### src/rtl/encryptor_pkg.sv
// Shared types and constants for the receive-side block packer.
package encryptor_pkg;

    typedef enum logic [1:0] {
        FILL,
        PAD,
        HOLD
    } packer_state_t;

    localparam int DEFAULT_BLOCK_BYTES = 16;
    localparam int AES_BLOCK_BYTES     = 16;

endpackage

### src/rtl/block_pad_mask.sv
// Combinational pad helper: slots at or beyond count take the pad byte.
module block_pad_mask
    import encryptor_pkg::*;
#(
    parameter int BLOCK_BYTES = DEFAULT_BLOCK_BYTES,
    parameter int LEN_W       = $clog2(BLOCK_BYTES + 1)
) (
    input  logic [LEN_W-1:0]         count,
    input  logic [7:0]               pad_byte,
    output logic [BLOCK_BYTES-1:0]   slot_en,
    output logic [8*BLOCK_BYTES-1:0] pad_data
);

    // Slot 0 sits in the top byte of the block.
    always_comb begin
        slot_en  = '0;
        pad_data = '0;
        for (int i = 0; i < BLOCK_BYTES; i++) begin
            slot_en[i]                          = (LEN_W'(i) >= count);
            pad_data[8*(BLOCK_BYTES-1-i) +: 8]  = pad_byte;
        end
    end

endmodule

### src/rtl/block_packer.sv
// Byte-to-block packer: pops a FWFT byte FIFO, assembles MSB-first blocks, pads on flush.
// Define PACKER_PKCS7_PAD_EN for PKCS#7 padding (including full pad block on empty flush).
module block_packer
    import encryptor_pkg::*;
#(
    parameter int BLOCK_BYTES = DEFAULT_BLOCK_BYTES,
    parameter int LEN_W       = $clog2(BLOCK_BYTES + 1)
) (
    input  logic                     clk,
    input  logic                     n_rst,
    input  logic                     fifo_empty,
    input  logic [7:0]               fifo_data,
    output logic                     fifo_pop,
    input  logic                     flush,
    output logic                     block_valid,
    input  logic                     block_ready,
    output logic [8*BLOCK_BYTES-1:0] block_data,
    output logic [LEN_W-1:0]         block_len,
    output logic                     busy
);

    packer_state_t            state, state_next;
    logic [LEN_W-1:0]         count, count_next;
    logic                     flush_pend, flush_pend_next;
    logic [8*BLOCK_BYTES-1:0] data_q, data_next;
    logic                     pop;
    logic [7:0]               pad_byte;
    logic [BLOCK_BYTES-1:0]   slot_en;
    logic [8*BLOCK_BYTES-1:0] pad_data;

`ifdef PACKER_PKCS7_PAD_EN
    localparam bit PAD_EMPTY = 1'b1;
    assign pad_byte = 8'(BLOCK_BYTES) - 8'(count);
`else
    localparam bit PAD_EMPTY = 1'b0;
    assign pad_byte = 8'h00;
`endif

    block_pad_mask #(
        .BLOCK_BYTES (BLOCK_BYTES),
        .LEN_W       (LEN_W)
    ) u_pad_mask (
        .count    (count),
        .pad_byte (pad_byte),
        .slot_en  (slot_en),
        .pad_data (pad_data)
    );

    // A new flush pulse always wins over the clear on PAD entry, so it is never lost.
    always_comb begin
        state_next      = state;
        count_next      = count;
        flush_pend_next = flush_pend | flush;
        data_next       = data_q;
        pop             = 1'b0;
        block_valid     = 1'b0;
        case (state)
            FILL: begin
                pop = !fifo_empty;
                if (pop) begin
                    for (int i = 0; i < BLOCK_BYTES; i++) begin
                        if (count == LEN_W'(i)) begin
                            data_next[8*(BLOCK_BYTES-1-i) +: 8] = fifo_data;
                        end
                    end
                    count_next = count + 1'b1;
                    if (count_next == LEN_W'(BLOCK_BYTES)) begin
                        state_next = HOLD;
                    end
                end else if (flush_pend) begin
                    flush_pend_next = flush;
                    if (count != '0 || PAD_EMPTY) begin
                        state_next = PAD;
                    end
                end
            end
            PAD: begin
                for (int i = 0; i < BLOCK_BYTES; i++) begin
                    if (slot_en[i]) begin
                        data_next[8*(BLOCK_BYTES-1-i) +: 8] = pad_data[8*(BLOCK_BYTES-1-i) +: 8];
                    end
                end
                state_next = HOLD;
            end
            HOLD: begin
                block_valid = 1'b1;
                if (block_ready) begin
                    count_next = '0;
                    state_next = FILL;
                end
            end
            default: state_next = FILL;
        endcase
    end

    always_ff @(posedge clk or negedge n_rst) begin
        if (!n_rst) begin
            state      <= FILL;
            count      <= '0;
            flush_pend <= 1'b0;
            data_q     <= '0;
        end else begin
            state      <= state_next;
            count      <= count_next;
            flush_pend <= flush_pend_next;
            data_q     <= data_next;
        end
    end

    // Gate the pop with reset so a non-empty FIFO is never drained while held in reset.
    assign fifo_pop   = pop & n_rst;
    assign block_data = data_q;
    assign block_len  = count;
    assign busy       = (count != '0) || flush_pend || (state != FILL);

endmodule

### config.mk
export PLATFORM = sky130hd
export DESIGN_NAME = block_packer
export DESIGN_NICKNAME = d
export VERILOG_FILES = /design/src/rtl/encryptor_pkg.sv /design/src/rtl/block_pad_mask.sv /design/src/rtl/block_packer.sv
export SDC_FILE = /design/constraint.sdc
export NUM_CORES = 1
export LEC_CHECK = 0
export BUFFER_PORTS_ARGS = -buffer_cell sky130_fd_sc_hd__buf_2
export CORE_ASPECT_RATIO = 0.75
export CORE_MARGIN = 2
export CORE_UTILIZATION = 57
export DETAILED_ROUTE_END_ITERATION = 8
export HOLD_SLACK_MARGIN = 0.05
export PLACE_DENSITY_LB_ADDON = 0.3
export SKIP_CTS_REPAIR_TIMING = 1
export SLEW_MARGIN = 20
export SYNTH_ARGS = -nofsm -noshare
export SYNTH_HDL_FRONTEND = slang
export SYNTH_SLANG_ARGS = --single-unit
### constraint.sdc
create_clock -name clk -period 3.4 [get_ports clk]
set_input_delay 0.51 -clock clk [delete_from_list [all_inputs] [get_ports clk]]
set_output_delay 0.51 -clock clk [all_outputs]
set_load 0.005 [all_outputs]
==> qor.yml <==
finish:
  area_delta_synth_final_pct: 25.1
  nets: 636
  fillers: 684
  final_cells: 765
  mostFrequentLayoutCell: "buf_2"
  diodes: 0
  drive_above_1_share: 0.400
  final_cell_mix: "buf_2 (147), dfrtp_1 (136), o21ai_0 (81), nand2_1 (70), mux2_2 (48)"
routing:
  first_pass_iters: 5
  drt-total-wl_um: 14600
  ant_nets: 0
  num_vias: 4385
  wl_per_cell_um: 19.1
  viasPerCell: 5.73
  drc: 0
  drt_iter0_drc: 405
synth:
  netlist_area_um2: 5640
  syn-num-nets: 485
  avgSynthCellArea_um2: 12.0
  synth_cell_types: 55
  synthTopCellsByArea: "dfrtp_1 (60%), mux2_2 (9.6%), o21ai_0 (7.2%), nand2_1 (4.7%), mux2_4 (2.1%)"
  syn_inst: 469
  ys.flop_type: "dfrtp_1"
  synth_top_area_share: 0.603
  synthArstFlopShare: 1.00
  synth_edf_count: 0
  ys_seq_area_frac: 0.603
  ys_ff_latch: 136
  synth_largest_area_cell: "dfrtp_1"
  yosysWarningCount: 0
grt:
  grt_first_pass_wirelength_um: 23700
  grt_overflow: 0
  grt_max_degree: 49
  grt_pass1_vias: 4285
  groute.usage.overall: 0.287
  antenna_found_initial: 0
cts:
  clk_pin_slew_ns: 0.06
  clkLatencyLatePin_ns: 0.41
  cts_tree: "done"
  cts_sinks: 136
  numCtsBuffers: 17
  cts_buffer_depth: 2
  htree_levels: 4
  clk_root_buffer_cell: "clkbuf_16"
flow_run:
  max_cap_violations: 0
sta:
  period_share: 0.929
  finalSetupTns_ns: 0
  slew_headroom: 0.302
  fmax_mhz: 317
  skew_ns: 0.00957
  finalCriticalPeriod_ns: 3.16
  worst_hold_slack_ns: 0.0137
  finalSetupViolations: 0
  maxSlewViolCount: 0
  rsz0062_at_grt: "false"
  worstMarginPinSlew_ns: 1.04
  hold_viol: 0
  setup_ws_ns: 0.241
setup_path:
  crit_slowest_cell: "or4b_2"
  critPathRequiredTime_ns: 2.89
  arrival_ns: 2.65
  end_kind: "primary output"
  worstPathMaxFanout: 18
  slowest_delay_ns: 0.64
  start_kind: "register"
  worstSetupPathType: "register to primary output"
  crit_chain: "inv_1, ha_1, or4b_2, or3_1, buf_2"
power:
  peakVddDrop_uv: 529
  fin_total_pwr_mw: 7.21
  leakage_nw: 3.54
  powerDensity_nw_per_um2: 1020
place:
  port_buffers: 148
  routabilityCongestion: 0.848
  dp_slack_ns: 0.737
  place_inst: 732
  hpwl_um: 10100
status:
  status: "completed"
die:
  pin_count: 149
  dieArea_um2: 10700
  die_y_um: 90.2
  initial_core_util: 0.584
  num_rows: 31
  fp.dieW_um: 119
  core_region_area_um2: 9660
min_path:
  hp-class: "input port to asynchronous set/reset pin"
routing by layer:
layer,GRT usage,up-vias,part of all wire
li1,-,1956,-
met1,0.409,2191,0.42
met2,0.440,222,0.48
met3,0.0723,16,0.088
met4,0.0833,0,0.011
met5,0,-,0
synthesized netlist by cell type (2+ instances only):
cell type	count
a21o_1	2
a31o_2	2
mux2i_1	9
nand2_1	70
nor2_1	6
inv_1	5
o211ai_1	3
a22o_1	8
and2_0	8
mux2_2	48
nor2b_1	6
a21oi_2	2
ha_1	3
or2_2	2
nand3_1	3
a21oi_1	6
o21ai_0	81
clkbuf_1	8
a31oi_1	3
nor3_1	3
and3b_1	4
buf_2	10
mux2_4	8
and4_1	2
buf_6	2
dfrtp_1	136
stage by stage:
stage,cell area [um^2],utilization
6_report,7060,0.731
5_1_grt,7060,0.731
4_1_cts,7050,0.730
3_5_place_dp,6480,0.671
3_3_place_gp,6480,0.671
2_1_floorplan,5640,-
worst max-delay path: cells and delay by family, from the launching register on:
family / cells / cell delay [ns]
fa+ha+maj: 1 / 0.35
simple gates: 2 / 0.96
buf+inv: 2 / 0.36
flops: 1 / 0.57
power breakdown:
part,switching (mW),internal (mW),leakage (nW)
sequential,0.518,2.31,1.74
combinational,1.33,1.27,1.53
clock,0.686,1.10,0.273
total,2.53,4.68,3.54
sequential cells by signal (all words and copies together), names as in the netlist:
name	cells
state	2
block_data	128
flush_pend	1
block_len	5
worst paths after layout:
path,start,to,slack [ns],depth (start not counted)
min in group clk,flush,flush_pend,0.28,2
max,block_len[1],busy,0.24,5
min,n_rst,block_data[118],0.01,1
max reg2reg,block_len[0],block_data[105],0.91,5
min reg2reg,block_data[109],block_data[109],0.48,2
max in group asynchronous,n_rst,block_data[18],2.43,2
kinds of logic (layout without fill, tap and decap cells):
| kind of cell | count (synthesis) | after routing | share of synthesized area |
|---|---|---|---|
| buffers and inverters | 26 | 190 | 0.0222 |
| AO/OA/AOI/OAI | 121 | 121 | 0.129 |
| AND/OR/NAND/NOR | 117 | 117 | 0.104 |
| flip-flops | 136 | 136 | 0.603 |
| adder cells (fa/ha/maj) | 3 | 3 | 0.00665 |
| multiplexers | 65 | 65 | 0.133 |
| XOR/XNOR | 1 | 1 | 0.00155 |
area by class of cell:
| class | count | area, um^2 | area share |
|---|---|---|---|
| Sequential cell | 136 | 3400 | 0.482 |
| Multi-Input combinational cell | 307 | 2110 | 0.299 |
| Timing Repair Buffer | 153 | 785 | 0.111 |
| Clock buffer | 21 | 450 | 0.0638 |
| Tap cell | 132 | 165 | 0.0234 |
| Clock inverter | 11 | 124 | 0.0175 |
| Inverter | 5 | 18.8 | 0.00266 |
Note: power is estimated with default switching activity, not from simulation.
